<file path="src/rtl/ks_pkg.sv">
// Shared definitions for the pipelined Kogge-Stone adder: op encoding and
// pipeline depth helpers.
package ks_pkg;

    typedef enum logic {
        KS_ADD = 1'b0,
        KS_SUB = 1'b1
    } ks_op_e;

    function automatic int ks_levels(input int n);
        return $clog2(n);
    endfunction

    // One register after every reg_every prefix levels, the last one being the output register.
    function automatic int ks_lat(input int n, input int reg_every);
        return (ks_levels(n) + reg_every - 1) / reg_every;
    endfunction

endpackage

</file>
<file path="src/rtl/ks_prefix_level.sv">
// One Kogge-Stone prefix level: black cells at distance SPAN, plain
// pass-through for the low SPAN bits.
module ks_prefix_level #(
    parameter int N    = 16,
    parameter int SPAN = 1
) (
    input  logic [N-1:0] g_i,
    input  logic [N-1:0] p_i,
    output logic [N-1:0] g_o,
    output logic [N-1:0] p_o
);

    for (genvar i = 0; i < N; i++) begin : g_cell
        if (i >= SPAN) begin : g_black
            assign g_o[i] = g_i[i] | (p_i[i] & g_i[i-SPAN]);
            assign p_o[i] = p_i[i] & p_i[i-SPAN];
        end else begin : g_pass
            assign g_o[i] = g_i[i];
            assign p_o[i] = p_i[i];
        end
    end

endmodule

</file>
<file path="src/rtl/pipelined_ks_adder.sv">
// Pipelined Kogge-Stone add/subtract with valid/ready flow control and a
// sideband tag that travels with each operation.
module pipelined_ks_adder
    import ks_pkg::*;
#(
    parameter int N         = 16,
    parameter int REG_EVERY = 2,
    parameter int TAG_W     = 4
) (
    input  logic             clk,
    input  logic             rst_n,
    input  logic             in_valid,
    output logic             in_ready,
    input  logic [N-1:0]     dataa,
    input  logic [N-1:0]     datab,
    input  logic             cin,
    input  logic             op,
    input  logic [TAG_W-1:0] in_tag,
    output logic             out_valid,
    input  logic             out_ready,
    output logic [N-1:0]     sum,
    output logic             cout,
    output logic             ovf,
    output logic             zero,
    output logic [TAG_W-1:0] out_tag
);

    localparam int LEVELS = ks_levels(N);
    localparam int LAT    = ks_lat(N, REG_EVERY);

    // ---------------- flow control ----------------
    logic [LAT:1] vld_q, vld_d;
    logic [LAT:1] adv;
    logic [LAT:0] vin;

    assign vin = {vld_q, in_valid};

    // A stage advances unless it and every stage downstream of it is full while out_ready is low.
    always_comb begin
        logic all_full;
        all_full = 1'b1;
        adv      = '0;
        vld_d    = vld_q;
        for (int s = LAT; s >= 1; s--) begin
            all_full = all_full & vld_q[s];
            adv[s]   = out_ready | ~all_full;
            if (adv[s]) vld_d[s] = vin[s-1];
        end
    end

    always_ff @(posedge clk or negedge rst_n) begin
        if (!rst_n) vld_q <= '0;
        else        vld_q <= vld_d;
    end

    assign in_ready  = adv[1];
    assign out_valid = vld_q[LAT];

    // ---------------- level 0 ----------------
    logic [N-1:0]     b_eff;
    logic             c0;
    logic [N-1:0]     g_b  [LEVELS];
    logic [N-1:0]     p_b  [LEVELS];
    logic [N-1:0]     p0_b [LEVELS];
    logic             am_b [LEVELS];
    logic             bm_b [LEVELS];
    logic             c0_b [LEVELS];
    logic [TAG_W-1:0] tag_b[LEVELS];
    logic [N-1:0]     g_a  [1:LEVELS];
    logic [N-1:0]     p_a  [1:LEVELS];

    assign b_eff = (op == KS_SUB) ? ~datab : datab;
    assign c0    = (op == KS_SUB) ? 1'b1 : cin;

    // Carry-in enters as a generate at bit -1, folded into bit 0.
    assign p_b[0]   = dataa ^ b_eff;
    assign g_b[0]   = (dataa & b_eff) | {{(N-1){1'b0}}, p_b[0][0] & c0};
    assign p0_b[0]  = p_b[0];
    assign am_b[0]  = dataa[N-1];
    assign bm_b[0]  = b_eff[N-1];
    assign c0_b[0]  = c0;
    assign tag_b[0] = in_tag;

    // ---------------- prefix levels with optional stage registers ----------------
    for (genvar k = 1; k <= LEVELS; k++) begin : g_lvl
        ks_prefix_level #(.N(N), .SPAN(1 << (k-1))) u_lvl (
            .g_i (g_b[k-1]),
            .p_i (p_b[k-1]),
            .g_o (g_a[k]),
            .p_o (p_a[k])
        );

        if (k < LEVELS) begin : g_bnd
            if (k % REG_EVERY == 0) begin : g_reg
                localparam int S = k / REG_EVERY;
                logic             en;
                logic [N-1:0]     g_q, p_q, p0_q;
                logic             am_q, bm_q, c0_q;
                logic [TAG_W-1:0] tag_q;

                assign en = adv[S] & vin[S-1];

                always_ff @(posedge clk or negedge rst_n) begin
                    if (!rst_n) begin
                        g_q   <= '0;
                        p_q   <= '0;
                        p0_q  <= '0;
                        am_q  <= 1'b0;
                        bm_q  <= 1'b0;
                        c0_q  <= 1'b0;
                        tag_q <= '0;
                    end else if (en) begin
                        g_q   <= g_a[k];
                        p_q   <= p_a[k];
                        p0_q  <= p0_b[k-1];
                        am_q  <= am_b[k-1];
                        bm_q  <= bm_b[k-1];
                        c0_q  <= c0_b[k-1];
                        tag_q <= tag_b[k-1];
                    end
                end

                assign g_b[k]   = g_q;
                assign p_b[k]   = p_q;
                assign p0_b[k]  = p0_q;
                assign am_b[k]  = am_q;
                assign bm_b[k]  = bm_q;
                assign c0_b[k]  = c0_q;
                assign tag_b[k] = tag_q;
            end else begin : g_wire
                assign g_b[k]   = g_a[k];
                assign p_b[k]   = p_a[k];
                assign p0_b[k]  = p0_b[k-1];
                assign am_b[k]  = am_b[k-1];
                assign bm_b[k]  = bm_b[k-1];
                assign c0_b[k]  = c0_b[k-1];
                assign tag_b[k] = tag_b[k-1];
            end
        end
    end

    // ---------------- result and output register ----------------
    logic [N-1:0]     gf;
    logic [N-1:0]     sum_d, sum_q;
    logic             cout_d, cout_q, ovf_d, ovf_q, zero_d, zero_q;
    logic [TAG_W-1:0] tag_q;
    logic             out_en;
    logic             unused_bits;

    assign gf     = g_a[LEVELS];
    assign sum_d  = p0_b[LEVELS-1] ^ {gf[N-2:0], c0_b[LEVELS-1]};
    assign cout_d = gf[N-1];
    assign ovf_d  = (am_b[LEVELS-1] == bm_b[LEVELS-1]) && (sum_d[N-1] != am_b[LEVELS-1]);
    assign zero_d = ~|sum_d;
    assign out_en = adv[LAT] & vin[LAT-1];

    // Final group-propagate and the top valid tap have no consumer.
    assign unused_bits = ^{p_a[LEVELS], vin[LAT]};

    always_ff @(posedge clk or negedge rst_n) begin
        if (!rst_n) begin
            sum_q  <= '0;
            cout_q <= 1'b0;
            ovf_q  <= 1'b0;
            zero_q <= 1'b0;
            tag_q  <= '0;
        end else if (out_en) begin
            sum_q  <= sum_d;
            cout_q <= cout_d;
            ovf_q  <= ovf_d;
            zero_q <= zero_d;
            tag_q  <= tag_b[LEVELS-1];
        end
    end

    assign sum     = sum_q;
    assign cout    = cout_q;
    assign ovf     = ovf_q;
    assign zero    = zero_q;
    assign out_tag = tag_q;

endmodule
</file>
<file path="config.mk">
export PLATFORM = sky130hd
export DESIGN_NAME = pipelined_ks_adder
export DESIGN_NICKNAME = d
export VERILOG_FILES = /design/src/rtl/ks_pkg.sv /design/src/rtl/ks_prefix_level.sv /design/src/rtl/pipelined_ks_adder.sv
export SDC_FILE = /design/constraint.sdc
export NUM_CORES = 1
export LEC_CHECK = 0
export ABC_AREA = 1
export BUFFER_PORTS_ARGS = -buffer_cell sky130_fd_sc_hd__buf_2
export CORE_MARGIN = 3
export CORE_UTILIZATION = 50
export DETAILED_ROUTE_END_ITERATION = 7
export GPL_TIMING_DRIVEN = 0
export PLACE_DENSITY = 0.81
export SETUP_SLACK_MARGIN = 0.05
export SYNTH_ARGS = -nofsm -noshare
export SYNTH_HDL_FRONTEND = slang
export SYNTH_SLANG_ARGS = --single-unit
</file>
<file path="constraint.sdc">
create_clock -name clk -period 1.59 [get_ports clk]
set_input_delay 0 -clock clk [delete_from_list [all_inputs] [get_ports clk]]
set_output_delay 0 -clock clk [all_outputs]
set_load 0.01 [all_outputs]
</file>
## Word-level counts from Yosys, hierarchy flattened

Index checks and enable logic that the tools add are counted.

- Flip-flop bits (word level): 80
- Input bits: 42
- Output and inout port bits: 25
- Logic and storage cells: 169

- Eq/ne operators: 2
- Multiplexer cells: 2
- Bitwise logic cells: 148
- Reduce and logical (&&, ||, !) cells: 3

Operators by type and width:

| cell | number |
|---|---|
| $and A1 B1 Y1 | 90 |
| $or A1 B1 Y1 | 51 |
| $xor A16 B16 Y16 | 2 |
| $and A16 B16 Y16 | 1 |
| $mux W16 | 1 |
| $not A16 Y16 | 1 |
| $or A16 B1 Y16 | 1 |
| $reduce_or A16 Y1 | 1 |
| $not A1 Y1 | 2 |
| $eq A1 B1 Y1 | 1 |
| $logic_and A1 B1 Y1 | 1 |
| $logic_not A1 Y1 | 1 |
| $mux W1 | 1 |
| $ne A1 B1 Y1 | 1 |

## Longest topological paths before layout

- Depth after elaboration: 9
- Gate-level depth with buffers: 10
- Mapped depth without buffers: 10

## Hierarchy

From an unflattened synthesis, not the netlist that was laid out.

- Cell total of the unflattened synthesis: 688
- Area total of the unflattened synthesis: 4819.6 um^2

Modules (own cells, without submodules):

| module | times used | cells each | area each (um^2) | seq. area each (um^2) |
|---|---|---|---|---|
| pipelined_ks_adder | 1 | 413 | 3674.8 | 2001.9 |
| ks_prefix_level (g_lvl[1].u_lvl) | 1 | 77 | 296.5 | 0.0 |
| ks_prefix_level (g_lvl[2].u_lvl) | 1 | 74 | 292.8 | 0.0 |
| ks_prefix_level (g_lvl[3].u_lvl) | 1 | 68 | 285.3 | 0.0 |
| ks_prefix_level (g_lvl[4].u_lvl) | 1 | 56 | 270.3 | 0.0 |

## Worst setup path after synthesis

No wires, ideal clock.

- Path kind: input port to flip-flop
- Start point: in op
- End point: reg g_lvl[2].g_bnd.g_reg.g_q[5]
- Library setup time: 0.090 ns
- Data arrival time: 1.330 ns
- Data required time: 1.500 ns
- Slack: 0.170 ns
- Cell stages on the path: 7
- Buffers on the path: 2
- Cell sequence: buf_4 > buf_2 > xor2_1 > ha_1 > a21oi_1 > or2_2 > o221ai_1

- Elaborated cells on any way between the ends: 11
- Those cells by class: mux: 1; bitwise: 10

RTL lines:

| element | RTL line | source |
|---|---|---|
| from (decl) | pipelined_ks_adder.sv:17 | `input logic op,` |
| $mux W16 | pipelined_ks_adder.sv:72 | `assign b_eff = (op == KS_SUB) ? ~datab : datab;` |
| $xor A16 B16 Y16 | pipelined_ks_adder.sv:76 | `assign p_b[0] = dataa ^ b_eff;` |
| via g_lvl[1].u_lvl.p_i[3] | ks_prefix_level.sv:8 | `input logic [N-1:0] p_i,` |
| $and A1 B1 Y1 | ks_prefix_level.sv:15 | `assign g_o[i] = g_i[i] \| (p_i[i] & g_i[i-SPAN]);` |
| $or A1 B1 Y1 | ks_prefix_level.sv:15 |  |
| $and A1 B1 Y1 | ks_prefix_level.sv:15 |  |
| $or A1 B1 Y1 | ks_prefix_level.sv:15 |  |
| to (signal assigned) | pipelined_ks_adder.sv:113 | `g_q <= g_a[k];` |
| to (decl) | pipelined_ks_adder.sv:97 | `logic [N-1:0] g_q, p_q, p0_q;` |

The timed path passes the listed nets, and every way through them passes these cells.
A chain may end at the register's enable or synchronous reset.

## Worst setup path after layout

- Start point: reg g_lvl[2].g_bnd.g_reg.g_q[2]
- End point: reg zero_q (netlist: zero)

- Word-level cells in the longest chain between the ends: 7
- Elaborated cells on any way between the ends: 9
- Those cells by class: bitwise: 7; reduce/logical: 2

Ends and longest elaborated chain:

| element | RTL line | source |
|---|---|---|
| $and A1 B1 Y1 | ks_prefix_level.sv:15 |  |
| $or A1 B1 Y1 | ks_prefix_level.sv:15 |  |
| $and A1 B1 Y1 | ks_prefix_level.sv:15 |  |
| $or A1 B1 Y1 | ks_prefix_level.sv:15 |  |
| $xor A16 B16 Y16 * | pipelined_ks_adder.sv:151 | `assign sum_d = p0_b[LEVELS-1] ^ {gf[N-2:0], c0_b[LEVELS-1]};` |
| $reduce_or A16 Y1 * | pipelined_ks_adder.sv:154 | `assign zero_d = ~\|sum_d;` |
| $logic_not A1 Y1 * | pipelined_ks_adder.sv:154 |  |
| to (signal assigned) | pipelined_ks_adder.sv:171 | `zero_q <= zero_d;` |
| to (decl) | pipelined_ks_adder.sv:145 | `logic cout_d, cout_q, ovf_d, ovf_q, zero_d, zero_q;` |

Mark *: on every way between the ends. The rest lies on a longest branch, timed or not.

==> impl_metrics.tcl <==
set metrics [dict create \
    syn_area_um2 3940 \
    root_buffer "clkbuf_8" \
    vias_per_cell 5.21 \
    ys_warn_count 0 \
    pwr-share-comb 0.310 \
    cap_violations 0 \
    slew_headroom 0.704 \
    crit_path_start_kind "flop" \
    antenna_cells 0 \
    status "complete, no violations" \
    power_frac_seq 0.452 \
    wl_per_cell_um 14.2 \
    grt_overflow 0 \
    critPathKind "flop to flop" \
    min_period_ps 1340 \
    cp.arrival_ps 1620 \
    tns_ps 0 \
    grt_pass1_wl_um 15300 \
    stdcell_count 644 \
    grt_pass1_vias 3163 \
    p_clk_frac 0.239 \
    slew_violations 0 \
    grt_max_degree 43 \
    dieWidth_um 94.8 \
    core-area_um2 7450 \
    crit_fanout 3 \
    place_hpwl_um 6960 \
    setup_violations 0 \
    cts_tree "done" \
    dieArea_um2 8990 \
    min_period_over_period 0.842 \
    grtUsageTotal 0.221 \
    utilization 0.629 \
    synth_async_sr_flop_share 1.00 \
    drt-met1-wl_um 4220 \
    synth_nets 512 \
    cts.repair.resized 0 \
    clk_pin_slew_ps 70 \
    nets 598 \
    syn_to_final_growth_pct 18.9 \
    io_buffers 65 \
    synth-seq-cells 76 \
    leakage_nw 2.40 \
    wl_met2_um 4090 \
    ys.flop_type "dfrtp_1" \
    setup_ws_ps 251 \
    synth.avg_cell_area_um2 8.68 \
    dp.cells 619 \
    drt-total-wl_um 9150 \
    clock.fmax_ghz 0.747 \
    fillCellCount 665 \
    clk_latency_ps 350 \
    synth_edf_count 0 \
    ios 67 \
    ys_types 31 \
    place_ws_ps -29.5 \
    clock-sinks 76 \
    drtPass1Iterations 5 \
    tightestPinTransition_ps 444 \
    finalHoldWorstSlack_ps 67.9 \
    drive_gt1_frac 0.228 \
    fp.dieH_um 94.8 \
    start_util 0.529 \
    yosysSeqAreaShare 0.482 \
    drc 0 \
    top_layer_used "met4" \
    hp-class "input pin to flop" \
    power.internal_w 0.00381 \
    htreeDepth 3 \
    switching_share 0.348 \
    critPathRequiredTime_ps 1870 \
    post-cts-setup-buffers 0 \
    antenna_found_initial 0 \
    fin_skew_ps 8.87 \
    clockBufferDepth 2 \
    p_switching_w 0.00203 \
    finalHoldViolations 0 \
    cp-end-kind "flop" \
    gp_congestion 0.866 \
    rows 31 \
    cts_buffers 9 \
    wl_met3_um 671 \
    syn_inst 454 \
    ant_nets 0 \
    ir_worst_vdd_mv 0.518 \
    route.vias.total 3355 \
    drt_iter0_markers 189 \
    p_per_area_nw_per_um2 1250 \
    rsz0062_at_grt "no" \
]
[per-layer routing]
layer / up-vias / GRT usage
met5: - / 0
met2: 135 / 0.339
met3: 17 / 0.0335
li1: 1667 / -
met4: 0 / 0.0853
met1: 1536 / 0.316
[state kept, by name, indices dropped and copies added, names as in the netlist, 2 cells and up]
register                 flops
g_lvl.g_bnd.g_reg.tag_q      4
out_tag                      4
vld_q                        2
sum                         16
g_lvl.g_bnd.g_reg.p0_q      15
g_lvl.g_bnd.g_reg.g_q       16
g_lvl.g_bnd.g_reg.p_q       13
[metrics by stage]
| step | power, W | area (um^2) |
|---|---|---|
| finish | 0.00584 | 4690 |
| global route | 0.00624 | 4690 |
| CTS | 0.00588 | 4690 |
| detailed placement | 0.00446 | 4410 |
| global placement | 0.00439 | 4390 |
| floorplan | 0.00381 | 3940 |
[cell usage after synthesis (all sizes together) (2+ instances only)]
library cell	count	area share
nand2	146	0.14
dfrtp	76	0.48
o21ai	56	0.087
inv	40	0.038
nand3	20	0.027
a21oi	18	0.025
nor2	17	0.016
buf	16	0.034
ha	16	0.051
xor2	16	0.036
o31ai	10	0.019
a31oi	7	0.016
nand3b	4	0.0076
nand4	2	0.0032
o221ai	2	0.0044
xnor2	2	0.0044
[path summary, 6_finish.rpt]
kind                            slack [ps]                   startpoint  cells after the start                        end
worst max-delay path                   250  g_lvl[2].g_bnd.g_reg.g_q[2]                     10                       zero
worst min register to register         480                      sum[15]                      2                    sum[15]
max in group asynchronous              860                        rst_n                      3                 out_tag[3]
worst max register to register         250  g_lvl[2].g_bnd.g_reg.g_q[2]                     10                       zero
min in group asynchronous              160                        rst_n                      2  g_lvl[2].g_bnd.g_reg.c0_q
worst min-delay path                    70                           op                      3  g_lvl[2].g_bnd.g_reg.c0_q
[cells by family after synthesis]
logic type / Yosys count / synth area share
AND/OR/NAND/NOR: 190 / 0.195
buffers and inverters: 57 / 0.0727
AO/OA/AOI/OAI: 97 / 0.159
XOR/XNOR: 18 / 0.0400
adder cells (fa/ha/maj): 16 / 0.0508
flip-flops: 76 / 0.482
[critical path, cell delays in order (launching register included)]
cell and delay (ps):
dfrtp_1 420, nand2_1 130, nand2_1 130, nand3_1 100, nand2_1 70, nand2_1 60, nand2_1 100, nand2_1 60
nor2_1 90, nand2_1 60, nand2_1 60
[placed cells by master (no fill, tap or decap), types with 3 or more instances in the layout]
cell,count
dlygate4sd3_1,9
buf_2,68
o31ai_1,10
clkbuf_8,9
nand3_1,19
a31oi_1,4
a21oi_1,16
nor2_1,17
o21ai_2,17
clkinv_2,5
inv_1,38
ha_1,16
nand3b_1,4
dfrtp_1,76
a31oi_2,3
o21ai_1,7
xor2_1,16
buf_6,6
o21ai_0,32
nand2_1,145
buf_4,7
[repair_timing]
| action | CTS | global route |
|---|---|---|
| endpoints found under the hold margin | 85 | 0 |
| setup endpoints to repair | 0 | 0 |
| hold buffers | 9 | 0 |
[power groups by stage]
stage	Sequential, W	Clock (W)	Combinational, W
final	0.00264	0.00139	0.00181
after global routing	0.00269	0.00150	0.00204
after CTS	0.00263	0.00142	0.00183
after detailed placement	0.00267	0	0.00179
after global placement	0.00265	0	0.00174
after floorplan	0.00272	0	0.00108
[cell type report]
| type | count | area, um^2 | area share |
|---|---|---|---|
| Buffer | 17 | 136 | 0.0291 |
| Clock buffer | 10 | 128 | 0.0272 |
| Clock inverter | 6 | 55.1 | 0.0117 |
| Inverter | 40 | 150 | 0.0320 |
| Multi-Input combinational cell | 321 | 1750 | 0.374 |
| Sequential cell | 76 | 1900 | 0.406 |
| Tap cell | 99 | 124 | 0.0264 |
| Timing Repair Buffer | 75 | 438 | 0.0934 |
(Power assumes the default switching activity.)
